File: src/rtl/mem_access.sv
// Load/store unit between EX and WB: passes non-memory results through, runs
// one big-endian bus transfer per aligned load/store, and flags faults.
module mem_access #(
  parameter int ADDR_W     = 32,
  parameter int REG_ADDR_W = 5,
  parameter int TIMEOUT    = 255
) (
  input  logic                  clk,
  input  logic                  rst,
  input  logic                  valid_i,
  input  logic [3:0]            mem_op_i,
  input  logic [ADDR_W-1:0]     addr_i,
  input  logic [31:0]           store_data_i,
  input  logic [REG_ADDR_W-1:0] wd_i,
  input  logic                  wreg_i,
  input  logic [31:0]           wdata_i,
  input  logic                  whilo_i,
  input  logic [31:0]           hi_i,
  input  logic [31:0]           lo_i,
  output logic [REG_ADDR_W-1:0] wd_o,
  output logic                  wreg_o,
  output logic [31:0]           wdata_o,
  output logic                  whilo_o,
  output logic [31:0]           hi_o,
  output logic [31:0]           lo_o,
  output logic                  valid_o,
  output logic                  misalign_o,
  output logic                  bus_err_o,
  output logic                  stall_o,
  output logic                  bus_req_o,
  output logic                  bus_we_o,
  output logic [ADDR_W-1:0]     bus_addr_o,
  output logic [3:0]            bus_sel_o,
  output logic [31:0]           bus_wdata_o,
  input  logic                  bus_ack_i,
  input  logic [31:0]           bus_rdata_i
);

  typedef enum logic {IDLE, BUS} state_t;

  localparam logic [3:0] OP_LB = 4'd1, OP_LBU = 4'd2, OP_LH = 4'd3, OP_LHU = 4'd4,
                         OP_LW = 4'd5, OP_SB = 4'd6, OP_SH = 4'd7, OP_SW = 4'd8;
  localparam logic [15:0] TO_LAST = 16'(TIMEOUT - 1);

  state_t      state;
  logic [15:0] wait_cnt;
  logic [3:0]  op_q;
  logic [1:0]  off_q;
  logic        is_mem, is_store, misal, timeout_hit, bus_exit;

  function automatic logic [3:0] lane_sel(input logic [3:0] op, input logic [1:0] off);
    case (op)
      OP_LB, OP_LBU, OP_SB: lane_sel = 4'b1000 >> off;
      OP_LH, OP_LHU, OP_SH: lane_sel = off[1] ? 4'b0011 : 4'b1100;
      default:              lane_sel = 4'b1111;
    endcase
  endfunction

  function automatic logic [31:0] lane_wdata(input logic [3:0] op, input logic [31:0] sd);
    case (op)
      OP_SB:   lane_wdata = {4{sd[7:0]}};
      OP_SH:   lane_wdata = {2{sd[15:0]}};
      default: lane_wdata = sd;
    endcase
  endfunction

  function automatic logic [31:0] load_ext(input logic [3:0] op, input logic [1:0] off,
                                           input logic [31:0] rd);
    logic [7:0]  b;
    logic [15:0] h;
    case (off)
      2'd0:    b = rd[31:24];
      2'd1:    b = rd[23:16];
      2'd2:    b = rd[15:8];
      default: b = rd[7:0];
    endcase
    h = off[1] ? rd[15:0] : rd[31:16];
    case (op)
      OP_LB:   load_ext = {{24{b[7]}}, b};
      OP_LBU:  load_ext = {24'b0, b};
      OP_LH:   load_ext = {{16{h[15]}}, h};
      OP_LHU:  load_ext = {16'b0, h};
      default: load_ext = rd;
    endcase
  endfunction

  always_comb begin
    is_mem   = (mem_op_i >= OP_LB) && (mem_op_i <= OP_SW);
    is_store = (mem_op_i >= OP_SB) && (mem_op_i <= OP_SW);
    case (mem_op_i)
      OP_LH, OP_LHU, OP_SH: misal = addr_i[0];
      OP_LW, OP_SW:         misal = |addr_i[1:0];
      default:              misal = 1'b0;
    endcase
    timeout_hit = (wait_cnt == TO_LAST);
    bus_exit    = bus_ack_i || timeout_hit;
  end

  // Upstream keeps inputs frozen while stalled, so the exit cycle still sees them.
  always_comb begin
    stall_o = 1'b0;
    if (!rst) begin
      if (state == IDLE) stall_o = valid_i && is_mem && !misal;
      else               stall_o = !bus_exit;
    end
  end

  always_ff @(posedge clk) begin
    if (rst) begin
      state       <= IDLE;
      wait_cnt    <= '0;
      op_q        <= '0;
      off_q       <= '0;
      bus_req_o   <= 1'b0;
      bus_we_o    <= 1'b0;
      bus_addr_o  <= '0;
      bus_sel_o   <= '0;
      bus_wdata_o <= '0;
      wd_o        <= '0;
      wreg_o      <= 1'b0;
      wdata_o     <= '0;
      whilo_o     <= 1'b0;
      hi_o        <= '0;
      lo_o        <= '0;
      valid_o     <= 1'b0;
      misalign_o  <= 1'b0;
      bus_err_o   <= 1'b0;
    end else begin
      valid_o    <= 1'b0;
      misalign_o <= 1'b0;
      bus_err_o  <= 1'b0;
      case (state)
        IDLE: begin
          if (valid_i && is_mem && !misal) begin
            state       <= BUS;
            wait_cnt    <= '0;
            op_q        <= mem_op_i;
            off_q       <= addr_i[1:0];
            bus_req_o   <= 1'b1;
            bus_we_o    <= is_store;
            bus_addr_o  <= {addr_i[ADDR_W-1:2], 2'b00};
            bus_sel_o   <= lane_sel(mem_op_i, addr_i[1:0]);
            bus_wdata_o <= lane_wdata(mem_op_i, store_data_i);
          end else if (valid_i) begin
            wd_o       <= wd_i;
            wreg_o     <= wreg_i && !misal;
            wdata_o    <= wdata_i;
            whilo_o    <= whilo_i && !misal;
            hi_o       <= hi_i;
            lo_o       <= lo_i;
            valid_o    <= 1'b1;
            misalign_o <= misal;
          end
        end
        BUS: begin
          if (bus_exit) begin
            state     <= IDLE;
            bus_req_o <= 1'b0;
            wd_o      <= wd_i;
            hi_o      <= hi_i;
            lo_o      <= lo_i;
            valid_o   <= 1'b1;
            // A late ack in the final wait cycle still counts as success.
            wreg_o    <= wreg_i && bus_ack_i;
            whilo_o   <= whilo_i && bus_ack_i;
            bus_err_o <= !bus_ack_i;
            wdata_o   <= (op_q >= OP_SB || !bus_ack_i) ? wdata_i
                                                       : load_ext(op_q, off_q, bus_rdata_i);
          end else begin
            wait_cnt <= wait_cnt + 16'd1;
          end
        end
        default: state <= IDLE;
      endcase
    end
  end

endmodule

File: config.mk
export PLATFORM = sky130hd
export DESIGN_NAME = mem_access
export DESIGN_NICKNAME = d
export VERILOG_FILES = /design/src/rtl/mem_access.sv
export SDC_FILE = /design/constraint.sdc
export NUM_CORES = 1
export LEC_CHECK = 0
export BUFFER_PORTS_ARGS = -buffer_cell sky130_fd_sc_hd__buf_4
export CAP_MARGIN = 20
export CELL_PAD_IN_SITES_DETAIL_PLACEMENT = 0
export CELL_PAD_IN_SITES_GLOBAL_PLACEMENT = 1
export CORE_MARGIN = 1
export CORE_UTILIZATION = 33
export CTS_BUF_LIST = sky130_fd_sc_hd__clkbuf_16
export CTS_CLUSTER_SIZE = 12
export DETAILED_ROUTE_END_ITERATION = 12
export GPL_ROUTABILITY_DRIVEN = 1
export PLACE_DENSITY = 0.79
export SLEW_MARGIN = 30
export SYNTH_ARGS = -nofsm -noshare
export SYNTH_HDL_FRONTEND = slang
export SYNTH_SLANG_ARGS = --single-unit
File: constraint.sdc
create_clock -name clk -period 2.3 [get_ports clk]
set_clock_uncertainty 0.1 [all_clocks]
set_input_delay 0.46 -clock clk [delete_from_list [all_inputs] [get_ports clk]]
set_output_delay 0.46 -clock clk [all_outputs]
set_load 0.03 [all_outputs]
==> results.cfg, run 1 <==
[status]
status = complete, but fails checks
violations = negative setup slack

[yosys]
syn_area_mm2 = 0.00896
ys_ff_latch = 197
ys_types = 64
synth.most_common_cell = dfxtp_1
postSynthCellCount = 1089
synth_edf_count = 0
yosys.area.top_type = dfxtp_1
ys_warn_count = 0
yosys-top-cells-area = dfxtp_1, a21oi_1, nand2_1
ys_top_cells_by_count = dfxtp_1, a21oi_1, nand2_1, nand3_1, o21ai_0
yosys.area.top_type_share = 0.440
avgSynthCellArea_um2 = 8.23
synth_flop_cell = dfxtp_1
synthArstFlopShare = 0
synth-seq-area-share = 0.440

[clock_tree]
htreeDepth = 4
clock_sinks = 197
cts_tree = yes
cts_root_buf = clkbuf_16
numCtsBuffers = 17
cts_hold_buf = 0
path_clk_slew_ns = 0.08
insertion_delay_ns = 0.43
max-clock-path-buffers = 2

[cells_and_area]
nFillCells = 2562
finish.utilization = 0.501
final_layout_size_suffix_gt1_frac = 0.355
instances_no_fill = 1802
area_growth_syn_to_layout_pct = 47.4
final_area_mm2 = 0.0132
fin_nets = 1662

[worst_setup_path]
cp_slowest_cell = dfxtp_2
cp-start-kind = register
cp_max_fo = 2
worst_ep_arrival_time_ns = 1.74
rr_endpoint = wdata_o[4]
crit_chain = inv_2, ha_2, and4b_1, nand4_1, nand3_2, a21oi_4, buf_6
end_kind = primary output
reg2reg_from = wait_cnt[0]
rrSetupSlack_ns = 0.14
slowest_delay_ns = 0.34
crit_path_start = wait_cnt[0]
critPathKind = register to primary output
worstPathRequired_ns = 1.74
crit_buf_inv = 2
rr_worst_depth = 10
crit_family = simple AND/OR/NAND/NOR gates

[sta]
drv_slew = 0
rsz0062_at_grt = true
hold_viol_final = 0
clock.fmax_mhz = 434
timing.hold.ws_ns = 0.162
relSlewSlack = 0.543
setup_slack_ns = -0.00162
final.min_clock_period_ns = 2.30
tightestPinTransition_ns = 0.676
setup_viol = 1
period_share = 1.00

[global_route]
antenna_found_initial = 1
grt_use_total = 0.227
grt_first_pass_wirelength_um = 50400
grt_pass1_vias = 9099
grt_overflow = 0
grt_max_degree = 73

[hold_path]
min_from = addr_i[10]
holdCritPathClass = primary input to register
whs_endpoint = bus_addr_o[10]
holdPathStages = 3

[floorplanning]
die_width_um = 167
placeableCoreArea_mm2 = 0.0264
row_count = 59
chipHeight_um = 167
top_level_ports = 384
die-area_mm2 = 0.0278
floorplan.initialDensity = 0.340

[placed_design]
port_buffers = 381
dp.cells = 1764
placed_area_mm2 = 0.0125
place_congestion = 0.838
hpwlAfterDp_um = 23600

[power]
powerDensity_mw_per_mm2 = 692
power_leakage_nw = 5.41
ir_worst_vdd_mv = 0.497

[routing]
drtIter0Drc = 724
detailroute.via_count = 9476
drc = 0
firstDrtPassIters = 5
via_per_inst = 5.26
antenna_left = 0
wl_um = 32600
routedWlPerCell_um = 18.1

[flow_run]
cap_viol_max_count = 0
-- cells in the final DEF (no fill, tap or decap), types with 4 or more instances in the layout --
| master | synthesis | layout |
|---|---|---|
| nor4b_1 | 4 | 4 |
| clkbuf_16 | 0 | 17 |
| o22ai_1 | 8 | 8 |
| inv_8 | 0 | 4 |
| dfxtp_1 | 197 | 195 |
| o211ai_1 | 22 | 22 |
| o21ai_0 | 85 | 85 |
| nand2_1 | 149 | 149 |
| or3_1 | 11 | 11 |
| a311oi_1 | 15 | 15 |
| a211oi_1 | 17 | 16 |
| mux2_2 | 8 | 8 |
| nand2b_1 | 6 | 6 |
| nor2_1 | 50 | 49 |
| mux2i_1 | 49 | 49 |
| nor3_1 | 25 | 25 |
| nand3_1 | 86 | 85 |
| clkinv_8 | 0 | 4 |
| buf_12 | 0 | 17 |
| nand4_1 | 9 | 9 |
| a22o_1 | 17 | 17 |
| o221ai_1 | 7 | 7 |
| a21oi_1 | 158 | 157 |
| buf_4 | 8 | 429 |
-- worst reg2reg max path: cells and delay by family (launching register included) --
| family | cells | cell delay [ns] |
|---|---|---|
| AOI/OAI and AO/OA | 2 | 0.43 |
| adders and majority gates | 1 | 0.15 |
| buffers and inverters | 4 | 0.61 |
| DFF | 1 | 0.33 |
| and+or+nand+nor | 3 | 0.43 |
-- timing repair --
item / CTS / global route
hold endpoints to repair: 0 / 0
pin swaps: 2 / 3
buffers inserted: 3 / 2
endpoints found under the setup margin: 1 / 18
gates resized for setup: 6 / 3
-- per-layer routing --
layer / part of all wire / vias up / track usage
met5: 0 / - / 0
met4: 0.013 / 0 / 0.0576
met3: 0.062 / 24 / 0.0482
met2: 0.49 / 337 / 0.386
met1: 0.43 / 4464 / 0.290
li1: - / 4651 / -
-- where the power goes --
group	internal [W]	switching, W	total (W)
registers	0.00364	0.000129	0.00377
clock network	0.00157	0.00157	0.00314
logic	0.000939	0.00129	0.00223
total	0.00615	0.00299	0.00914
-- metrics by stage --
step / total power, W / setup TNS [ns] / setup slack, ns
3_5_place_dp: 0.00607 / -1.32 / -0.0952
2_1_floorplan: 0.00505 / -0.0362 / -0.0362
5_1_grt: 0.00955 / -0.0612 / -0.0612
3_3_place_gp: 0.00605 / -0.357 / -0.0246
4_1_cts: 0.00922 / -0.0216 / -0.0216
6_report: 0.00914 / -0.00162 / -0.00162
-- sequential cells by signal (all words and copies together) (netlist names) --
name / count
bus_wdata_o: 32
bus_we_o: 1
op_q: 4
off_q: 2
wait_cnt: 16
wd_o: 5
bus_err_o: 1
whilo_o: 1
misalign_o: 1
bus_sel_o: 4
bus_addr_o: 30
wdata_o: 32
state: 1
hi_o: 32
bus_req_o: 1
wreg_o: 1
valid_o: 1
lo_o: 32
-- cell families after synthesis --
kind of cell               Yosys count  share of synthesized area
DFF                                197                      0.440
muxes                               58                     0.0673
buffers and inverters              108                     0.0549
AOI/OAI and AO/OA                  351                      0.235
xor gates and xnor gates             5                    0.00489
and+or+nand+nor                    367                      0.195
other                                1                   0.000418
adders and majority gates            2                    0.00279
-- worst max-delay path by stage --
| stage | endpoint | cells past startpoint |
|---|---|---|
| global placement | wdata_o[21] | 6 |
| CTS | stall_o | 7 |
| floorplan | stall_o | 7 |
| finish | stall_o | 7 |
| global route | stall_o | 7 |
| detailed placement | wdata_o[18] | 6 |
-- area by class of cell --
| type | instances | area, µm² | share of cell area |
|---|---|---|---|
| tap | 335 | 419 | 0.0317 |
| inverter | 4 | 15.0 | 0.00114 |
| sequential | 197 | 3950 | 0.299 |
| timing repair buffer | 448 | 3580 | 0.271 |
| antenna | 1 | 2.50 | 0.000189 |
| clock inverter | 15 | 190 | 0.0144 |
| clock buffer | 17 | 425 | 0.0322 |
| multi-input combinational | 785 | 4620 | 0.350 |
No activity file was read; power rests on OpenSTA's default activity.
==> run 2: changes to the inputs <==
--- a/config.mk
+++ b/config.mk
@@ -5,17 +5,18 @@
 export SDC_FILE = /design/constraint.sdc
 export NUM_CORES = 1
 export LEC_CHECK = 0
+export ABC_AREA = 1
 export BUFFER_PORTS_ARGS = -buffer_cell sky130_fd_sc_hd__buf_4
 export CAP_MARGIN = 20
 export CELL_PAD_IN_SITES_DETAIL_PLACEMENT = 0
 export CELL_PAD_IN_SITES_GLOBAL_PLACEMENT = 1
 export CORE_MARGIN = 1
-export CORE_UTILIZATION = 33
+export CORE_UTILIZATION = 32
 export CTS_BUF_LIST = sky130_fd_sc_hd__clkbuf_16
 export CTS_CLUSTER_SIZE = 12
 export DETAILED_ROUTE_END_ITERATION = 12
 export GPL_ROUTABILITY_DRIVEN = 1
-export PLACE_DENSITY = 0.79
+export PLACE_DENSITY = 0.8
 export SLEW_MARGIN = 30
 export SYNTH_ARGS = -nofsm -noshare
 export SYNTH_HDL_FRONTEND = slang
==> results.cfg, run 2 <==
[placed_design]
port_buffers = 381
hpwlAfterDp_um = 24800
dp.cells = 2097
place_congestion = 0.865
placed_area_mm2 = 0.0126
pre_cts_ws_ns = 0.0221

[floorplanning]
chipHeight_um = 171
row_count = 61
die-area_mm2 = 0.0292
top_level_ports = 384
placeableCoreArea_mm2 = 0.0279
floorplan.initialDensity = 0.327
die_width_um = 171

[worst_setup_path]
cp_max_fo = 2
crit_top_cell = nand3_2
slowest_delay_ns = 0.34
rr_worst_depth = 13
worst_ep_arrival_time_ns = 1.69
worstPathRequired_ns = 1.74
cp_slowest_cell = dfxtp_2
end_kind = primary output
crit_chain = inv_2, ha_4, nor3b_4, nand3_2, nand3_2, a21oi_4, buf_6
critPathKind = register to primary output
cp-start-kind = register

[sta]
rsz0062_at_grt = true
drv_slew = 0
relSlewSlack = 0.523
hold_viol_final = 0
setup_slack_ns = 0.0533
setup_viol = 0
final.min_clock_period_ns = 2.25
period_share = 0.977
clock.fmax_mhz = 445
tightestPinTransition_ns = 0.712

[routing]
via_per_inst = 4.73
wl_um = 33200
top_layer = met4
drc = 0
wl_met3_um = 3570
routedWlPerCell_um = 15.6
antenna_left = 0
detailroute.via_count = 10094
drtIter0Drc = 634
met2RoutedLength_um = 15500
firstDrtPassIters = 5
wl_met1_um = 13300

[cells_and_area]
final_area_mm2 = 0.0133
layout_commonest_cell = nand2_1
area_growth_syn_to_layout_pct = 45.1
layout_common_cells = nand2_1, buf_4, nor2_1, dfxtp_1, nand3_1
final_layout_size_suffix_gt1_frac = 0.285
fin_nets = 1950
finish.utilization = 0.474
instances_no_fill = 2132

[yosys]
synth_edf_count = 0
ys_warn_count = 0
avgSynthCellArea_um2 = 6.62
synthArstFlopShare = 0
ys_ff_latch = 197
synth-seq-area-share = 0.432
postSynthCellCount = 1380
yosys.area.top_type_share = 0.432
synth.most_common_cell = nand2_1
yosys.area.top_type = dfxtp_1
syn_area_mm2 = 0.00913
yosys-top-cells-area = dfxtp_1, nand2_1, nor2_1
ys_top_cells_by_count = nand2_1, nor2_1, dfxtp_1, nand3_1, o21ai_0
synth_flop_cell = dfxtp_1
ys_types = 32

[global_route]
grt_pass1_vias = 9332
grt_use_total = 0.221
grt_max_degree = 61
grt_overflow = 0
grt_first_pass_wirelength_um = 50300
antenna_found_initial = 0

[clock_tree]
clock_sinks = 197
max-clock-path-buffers = 2
numCtsBuffers = 17
cts_tree = yes
cts_root_buf = clkbuf_16
path_clk_slew_ns = 0.08
htreeDepth = 4
insertion_delay_ns = 0.43

[hold_path]
holdPathStages = 2
holdCritPathClass = primary input to register

[power]
ir_worst_vdd_mv = 0.483
powerDensity_mw_per_mm2 = 681
power_leakage_nw = 6.48

[flow_run]
cap_viol_max_count = 0

[status]
status = completed
run 2: changes by cell type in the layout (fill, tap and decap cells not counted), moves of 16 or more:
cell      change
nor3_1       -19
nand4_1      +28
o21ai_0      +20
nand3_1      +51
mux2i_1      -49
a22o_1       -17
a21oi_1     -117
inv_1        +51
nor2_1      +158
nand2_1     +283
a211oi_1     -16
run 2: per-stage QoR:
stage	hold WS (ns)	total power [W]	setup TNS, ns
final	0.133	0.00903	0
after global routing	0.132	0.00948	-0.0274
after CTS	0.122	0.00915	-0.0381
after detailed placement	0.334	0.00624	0
after global placement	0.330	0.00623	0
after floorplan	0.347	0.00518	0
run 2: worst max-delay path, delay by kind of cell, from the launching register on:
| family | cells | cell delay [ns] |
|---|---|---|
| compound gates | 1 | 0.22 |
| buf+inv | 2 | 0.21 |
| simple gates | 3 | 0.34 |
| flops | 1 | 0.34 |
| fa+ha+maj | 1 | 0.15 |
run 2: metal layers:
metal  vias to the layer above  track usage
li1                       5151            -
met1                      4520        0.255
met2                       388        0.377
met5                         -            0
met3                        35       0.0803
met4                         0       0.0707
run 2: area by class of cell:
| type | instances | area [µm²] |
|---|---|---|
| Fill cell | 2961 | 14700 |
| Multi-Input combinational cell | 1035 | 4660 |
| Sequential cell | 197 | 3950 |
| Timing Repair Buffer | 431 | 3400 |
| Tap cell | 378 | 473 |
| Clock buffer | 17 | 425 |
| Inverter | 59 | 224 |
| Clock inverter | 14 | 118 |
| Antenna cell | 1 | 2.50 |
run 2: where the power goes:
part	switching [W]	leakage, nW	internal (W)
Clock	0.00145	0.269	0.00141
Sequential	0.000148	1.62	0.00367
Combinational	0.00141	4.59	0.000931
Total	0.00301	6.48	0.00602
run 2: worst paths after layout:
kind	start	to	slack [ns]
worst max-delay path	wait_cnt[0]	stall_o	0.05
worst min-delay path	bus_ack_i	bus_err_o	0.13
worst max register to register	wait_cnt[2]	hi_o[14]	0.24
worst min register to register	lo_o[21]	lo_o[21]	0.35
run 2: what timing repair did:
| action | in CTS | in global routing |
|---|---|---|
| buffers inserted | 2 | 1 |
| endpoints found under the setup margin | 1 | 35 |
| hold buffers | 0 | 0 |
| pin swaps | 3 | 3 |
| resized for setup | 6 | 9 |
run 2: logic make-up (layout without fill, tap and decap cells):
family,count (synthesis),count (layout),share of synthesized area
simple gates,865,865,0.400
fa+ha+maj,2,2,0.00274
other cells,1,3,0.000411
buf+inv,149,521,0.0667
compound gates,159,159,0.0917
flops,197,197,0.432
xor+xnor,7,7,0.00671
